File: src/rtl/uart_rx_8n1.sv
// uart_rx_8n1: 8N1 UART receiver with 2-flop sync, mid-bit sampling and a one-entry valid/ready buffer.
// Define UART_RX_PARITY_EN for 8E1 frames with parity checking.
module uart_rx_8n1 #(
   parameter int CLKS_PER_BIT = 434
) (
   input  logic       clk,
   input  logic       reset,
   input  logic       UART_RXD,
   output logic [7:0] rx_data,
   output logic       rx_valid,
   input  logic       rx_ready,
   output logic       busy,
   output logic       frame_err,
   output logic       overrun,
   output logic       parity_err
);
   localparam int CW = (CLKS_PER_BIT > 1) ? $clog2(CLKS_PER_BIT) : 1;
   localparam logic [CW-1:0] LAST = CW'(CLKS_PER_BIT - 1);
   localparam logic [CW-1:0] MID  = CW'(CLKS_PER_BIT / 2 - 1);
   localparam logic [CW-1:0] ONE  = CW'(1);

   typedef enum logic [2:0] {IDLE, START, DATA, PARITY, STOP, WAIT_HIGH} state_t;

   state_t        r_state;
   logic          r_sync1;
   logic          r_rxs;
   logic [CW-1:0] r_cnt;
   logic [2:0]    r_idx;
   logic [7:0]    r_shift;
   logic [7:0]    r_data;
   logic          r_valid;
   logic          r_frame_err;
   logic          r_overrun;
   logic          r_parity_err;
   logic          w_par_ok;

`ifdef UART_RX_PARITY_EN
   logic r_par;
   assign w_par_ok = ~^{r_shift, r_par};
   always_ff @(posedge clk or posedge reset)
      if (reset)
         r_par <= 1'b0;
      else if (r_state == PARITY && r_cnt == LAST)
         r_par <= r_rxs;
`else
   assign w_par_ok = 1'b1;
`endif

   always_ff @(posedge clk or posedge reset) begin
      if (reset) begin
         r_sync1      <= 1'b1;
         r_rxs        <= 1'b1;
         r_state      <= IDLE;
         r_cnt        <= '0;
         r_idx        <= '0;
         r_shift      <= '0;
         r_data       <= '0;
         r_valid      <= 1'b0;
         r_frame_err  <= 1'b0;
         r_overrun    <= 1'b0;
         r_parity_err <= 1'b0;
      end else begin
         r_sync1      <= UART_RXD;
         r_rxs        <= r_sync1;
         r_frame_err  <= 1'b0;
         r_overrun    <= 1'b0;
         r_parity_err <= 1'b0;
         // a delivery later in this block overrides the clear on a same-edge accept
         if (r_valid && rx_ready)
            r_valid <= 1'b0;
         case (r_state)
            IDLE:
               if (!r_rxs) begin
                  r_state <= START;
                  r_cnt   <= '0;
               end
            START:
               if (r_cnt == MID) begin
                  r_cnt   <= '0;
                  r_idx   <= '0;
                  r_state <= r_rxs ? IDLE : DATA;
               end else
                  r_cnt <= r_cnt + ONE;
            DATA:
               if (r_cnt == LAST) begin
                  r_cnt   <= '0;
                  r_shift <= {r_rxs, r_shift[7:1]};
                  r_idx   <= r_idx + 3'd1;
`ifdef UART_RX_PARITY_EN
                  if (r_idx == 3'd7) r_state <= PARITY;
`else
                  if (r_idx == 3'd7) r_state <= STOP;
`endif
               end else
                  r_cnt <= r_cnt + ONE;
            PARITY:
               if (r_cnt == LAST) begin
                  r_cnt   <= '0;
                  r_state <= STOP;
               end else
                  r_cnt <= r_cnt + ONE;
            STOP:
               if (r_cnt == LAST) begin
                  r_cnt <= '0;
                  if (!r_rxs) begin
                     r_frame_err <= 1'b1;
                     r_state     <= WAIT_HIGH;
                  end else begin
                     r_state <= IDLE;
                     if (!w_par_ok)
                        r_parity_err <= 1'b1;
                     else if (!r_valid || rx_ready) begin
                        r_data  <= r_shift;
                        r_valid <= 1'b1;
                     end else
                        r_overrun <= 1'b1;
                  end
               end else
                  r_cnt <= r_cnt + ONE;
            WAIT_HIGH:
               if (r_rxs) r_state <= IDLE;
            default:
               r_state <= IDLE;
         endcase
      end
   end

   assign rx_data    = r_data;
   assign rx_valid   = r_valid;
   assign busy       = (r_state != IDLE);
   assign frame_err  = r_frame_err;
   assign overrun    = r_overrun;
   assign parity_err = r_parity_err;
endmodule

File: config.mk
export PLATFORM = sky130hd
export DESIGN_NAME = uart_rx_8n1
export DESIGN_NICKNAME = d
export VERILOG_FILES = /design/src/rtl/uart_rx_8n1.sv
export SDC_FILE = /design/constraint.sdc
export NUM_CORES = 1
export LEC_CHECK = 0
export ABC_AREA = 1
export BUFFER_PORTS_ARGS = -buffer_cell sky130_fd_sc_hd__buf_2
export CAP_MARGIN = 20
export CORE_MARGIN = 2
export CORE_UTILIZATION = 50
export CTS_CLUSTER_SIZE = 8
export DETAILED_ROUTE_END_ITERATION = 10
export PLACE_DENSITY = 0.79
export SYNTH_ARGS = -nofsm -noshare
export SYNTH_HDL_FRONTEND = slang
export SYNTH_SLANG_ARGS = --single-unit
File: constraint.sdc
create_clock -name clk -period 3.3 [get_ports clk]
set_input_delay 0.165 -clock clk [delete_from_list [all_inputs] [get_ports clk]]
set_output_delay 0.165 -clock clk [all_outputs]
set_load 0.01 [all_outputs]
After elaboration in Yosys (flattened, before gate mapping)

Index checks and enable logic that the tools add are counted.
Widths: inputs -> output; s select.

Reduce and logical (&&, ||, !) cells: 13
Muxes and demuxes: 29
Add/subtract/negate cells: 2
Eq/ne operators: 15

Operator list:

| operator            | count |
|---|---|
| $mux 3              | 10 |
| $mux 9              | 3 |
| $pmux 9 s3          | 1 |
| $pmux 3 s6          | 1 |
| $ne 2x2->1 const B  | 7 |
| $mux 1              | 12 |
| $add 9x1->9 const B | 1 |
| $eq 3x3->1 const B  | 3 |
| $eq 9x8->1 const B  | 1 |
| $eq 9x9->1 const B  | 1 |
| $reduce_and 7->1    | 1 |
| $eq 3x2->1 const B  | 2 |
| $pmux 3 s2          | 1 |
| $reduce_bool 3->1   | 2 |
| $reduce_and 2->1    | 2 |
| $reduce_and 4->1    | 1 |
| $add 3x1->3 const B | 1 |
| $eq 3x1->1 const B  | 1 |
| $logic_not 3->1     | 1 |
| $reduce_and 3->1    | 1 |
| $reduce_or 3->1     | 1 |
| $mux 2              | 1 |
| $reduce_bool 2->1   | 1 |
| $logic_and 1x1->1   | 1 |
| other kinds (2)     | 2 |

Bits of input ports: 4
Register bits after elaboration: 36
Word-level logic and storage cells: 69
Output and inout bits: 13

Longest topological paths before layout

Word-level depth: 6
Gate-level depth with buffers: 9
Mapped depth without buffers: 9

Worst setup path before layout

No wires, ideal clock.

Path kind: reg2reg
Start: reg r_cnt[1]
End: reg r_state[0]
Data required time: 3179 ps
Arrival time: 1311 ps
Slack: 1868 ps
Library setup time: 121 ps
Buffers on the path: 0
Stages on the path, launching flop included: 10
Clock period less this slack: 1432 ps
Cell sequence: dfrtp_1 -> inv_1 -> ha_1 -> nand2_1 -> nor2_2 -> nand2_2 -> nand2_4 -> nand2_4 -> o21bai_1 -> nand2_1

Longest elaborated chain between the ends: 3
Elaborated cells between the ends (all ways): 7
Those cells by class: 6 x eq/ne; 1 x reduce/logical

RTL lines:

| item                                     | RTL line | source |
|---|---|---|
| from (decl)                              | 27       | `logic [CW-1:0] r_cnt;` |
| from (signal assigned)                   | 83       | `r_cnt <= r_cnt + ONE;` |
| from (signal assigned)                   | 95       | `r_cnt <= r_cnt + ONE;` |
| from (signal assigned)                   | 101      | `r_cnt <= r_cnt + ONE;` |
| $eq 9x9->1 or $eq 9x8->1 (tied branches) | n/a      |  |
| $ne 2x2->1 (no line)                     | n/a      |  |
| $reduce_and 7->1 (no line) *             | n/a      |  |
| to (signal assigned)                     | 81       | `r_state <= r_rxs ? IDLE : DATA;` |
| to (decl)                                | 24       | `state_t r_state;` |

Every way passes the cells marked *; elsewhere a longest branch is shown, timed or not.
A chain may end at the register's enable or synchronous reset.

Worst setup path in the final report

Start: reg r_cnt[1]
End: reg r_data[7], in the netlist rx_data[7]

Longest elaborated chain between the ends: 2

RTL lines:

| item                       | RTL line | source |
|---|---|---|
| $eq 9x9->1                 | 103      | `if (r_cnt == LAST) begin` |
| $reduce_and 4->1 (no line) | n/a      |  |
| to (signal assigned)       | 113      | `r_data <= r_shift;` |
| to (decl)                  | 30       | `logic [7:0] r_data;` |

No other way between the ends.

==> run summary <==
status = complete, no violations
max-slew violations = 0
Post-CTS Setup Inserts = 0
type of the most critical hold path = in -> reg
CP max FO = 14
synth warn = 0
initial antenna violation count = 0
Worst Path Required = 3.54 ns
RSZ-0062 raised after global routing = no
final worst-path cycle share = 52.9%
CP delay by family, top = simple AND/OR/NAND/NOR gates
largest cells by area after synthesis = dfrtp_1 (46%), nand2_1 (14%), nand3_1 (5.4%), inv_1 (5.2%), ha_1 (3.3%)
CTS Root Cell = clkbuf_8
Starting Density = 51.4%
All-Layer GR Usage = 18.5%
Clock Skews = 0.0120 ns
ANT nets after route = 0
Worst path max stage delay = 0.41 ns
most used cell, CP = nand2_1
Max VDD drop = 0.224 mV
Avg WL per Cell = 11.9 µm
Synth top area share = 45.5%
pwr dens = 400 nW/µm²
Critical Path Source Type = register
max cap viols = 0
R2R depth = 8
CORE AREA = 3630 µm²
switch share = 20.5%
crit path DAT = 1.98 ns
HPWL Detailed = 2570 µm
power share of the combinational group = 1.7%
Seq/Total Area, Yosys = 48.4%
H-tree depth = 2
Num CTS Buffers = 5
internal power = 0.000671 W
routed wire length = 3570 µm
CP Buf/Inv Count = 2
Yosys cell types = 25
Nets = 260
Psw = 0.000173 W
Top FF cell, synth = dfrtp_1
first-pass iteration count of the detailed router = 5
asr flop ratio synth = 100%
port bufs = 15
final-report hold violation count = 0
Commonest cells post-synth = nand2_1 (72), dfrtp_1 (34), inv_1 (26)
cell with the most instances after synthesis = nand2_1
Syn Area/Cell = 8.16 µm²
register bit total from synthesis = 36
worst skew pair latency = 0.29 ns
largest area contributor in the netlist = dfrtp_1
TritonCTS clock tree = built
CTS Buffer Depth = 2
Die Span Y = 65.1 µm
# DRC = 0
Final Util = 58.1%
first-pass GRT wire length = 5950 µm
share of cells above drive strength 1 = 19.8%
gpl congestion = 0.947
Syn-to-layout area delta = 13.1%
cell count after synthesis = 229
final setup fails = 0
Synth Cell Area = 1870 µm²
CP cell instances = inv_1 > ha_1 > nand2_1 > nor2_2 > nand4_2 > inv_1 > nand2_1 > nand2_1
Filler cells = 340
IO Count = 17
kind of critical path = reg -> reg
vias per cell = 4.98
clock sink count = 36
Crit. path cell count = 8
Syn Nets = 238
vias post-DR = 1,493
Max Fclk = 0.573 GHz
Die Footprint = 4240 µm²
Setup TNS Final = 0 ns
Flop pwr share = 52.6%
iteration-0 DRC count of the detailed router = 110
RR Startpoint = r_cnt[1]$_DFFE_PP0P_
critical path's slowest cell = dfrtp_1
die width = 65.1 µm
clock share of power = 45.7%
Post-synth EDFFs = 0
residual overflow from global routing = 0
Inserted Diodes = 0
Worst Setup SP = r_cnt[1]$_DFFE_PP0P_
min Tclk post-route = 1.74 ns
clock slew at reported path FFs = 0.08 ns
Leak Pwr = 1.13 nW
num rows = 22
Design Area, Final = 2110 µm²
CP endpoint = rx_data[7]$_DFFE_PP0P_
placed inst area = 1980 µm²
vias in the first global route = 1,379
r2r endpoint = rx_data[7]$_DFFE_PP0P_
setup slack, reg-to-reg = 1.56 ns
crit end category = register
maximum number of pins on one net before global-route repair = 37
[per-layer routing]
layer	routed length (µm)	vias to the layer above	part of all wire [%]	global-route usage, %
met5	0	-	0	0
met4	32	0	0.90	4.69
met3	165	5	4.6	5.31
met2	1660	39	47	31.2
met1	1710	679	48	23.4
li1	-	770	-	-
[cell families (layout without fill, tap and decap cells)]
logic type                 Yosys count  after routing  share of synthesized area, %
and+or+nand+nor                    131            131                          32.4
DFF                                 36             36                          48.4
buffers and inverters               33             56                          7.64
AOI/OAI and AO/OA                   22             22                          7.57
adders and majority gates            5              5                          3.35
other                                1              1                         0.201
xor gates and xnor gates             1              1                         0.469
[state kept, by name, indices dropped and copies added, names as in the netlist]
| register | flops |
|---|---|
| r_idx | 3 |
| overrun | 1 |
| r_shift | 8 |
| frame_err | 1 |
| r_state | 3 |
| r_rxs | 1 |
| r_sync1 | 1 |
| rx_valid | 1 |
| rx_data | 8 |
| r_cnt | 9 |
[repair_timing]
item	CTS	global route
hold buffers	2	0
gates resized for setup	0	0
hold endpoints to repair	35	0
[worst min-delay path by stage]
| stage | from | endpoint | slack [ns] | cells past startpoint |
|---|---|---|---|---|
| after floorplan | UART_RXD | r_sync1$_DFF_PP1_ | 0.17 | 0 |
| after global placement | UART_RXD | r_sync1$_DFF_PP1_ | 0.27 | 1 |
| after detailed placement | UART_RXD | r_sync1$_DFF_PP1_ | 0.27 | 1 |
| after CTS | rx_ready | overrun$_DFF_PP0_ | 0.18 | 4 |
| after global routing | rx_ready | overrun$_DFF_PP0_ | 0.18 | 4 |
| final | rx_ready | overrun$_DFF_PP0_ | 0.19 | 4 |
[metrics by stage]
| stage | power, W | worst slack (ns) | cells | hold WS [ns] |
|---|---|---|---|---|
| 4_1_cts | 0.000852 | 1.55 | 300 | 0.179 |
| 3_3_place_gp | 0.000466 | 1.66 | 290 | 0.271 |
| 6_report | 0.000844 | 1.56 | 300 | 0.186 |
| 3_5_place_dp | 0.000466 | 1.58 | 290 | 0.272 |
| 5_1_grt | 0.000874 | 1.43 | 300 | 0.185 |
| 2_1_floorplan | 0.000461 | 1.87 | 229 | 0.169 |
[cell usage in the layout, fill, tap and decap left out, drive strengths merged, types with 4 or more instances in the layout]
master,instances
nand3,22
dfrtp,34
nor2,21
ha,5
inv,30
o21bai,4
clkbuf,5
buf,16
nand4,7
nand2,79
o21ai,17
[worst reg2reg max path, stage by stage, from the launching register on]
cell and delay, ns:
dfrtp_1 0.41, inv_1 0.11, ha_1 0.16, nand2_1 0.06, nor2_2 0.22, nand4_2 0.39, inv_1 0.22, nand2_1 0.07
nand2_1 0.05
[final cells by class]
type                    count  area (µm²)  area share [%]
multi-input cells         160         822            38.9
well taps                  48        60.1            2.84
clock inverters             3        42.5            2.01
flip-flops and latches     36         903            42.8
repair buffers             18         103            4.86
inverters                  30         113            5.33
clock buffers               5        68.8            3.26
[power by group through the flow]
| stage | combinational (W) | clock [W] | sequential [W] |
|---|---|---|---|
| 3_3_place_gp | 0.0000131 | 0 | 0.000452 |
| 4_1_cts | 0.0000150 | 0.000393 | 0.000444 |
| 3_5_place_dp | 0.0000133 | 0 | 0.000453 |
| 5_1_grt | 0.0000164 | 0.000413 | 0.000444 |
| 6_report | 0.0000140 | 0.000386 | 0.000444 |
| 2_1_floorplan | 0.00000885 | 0 | 0.000452 |
Power figures use the tool's default switching activity.
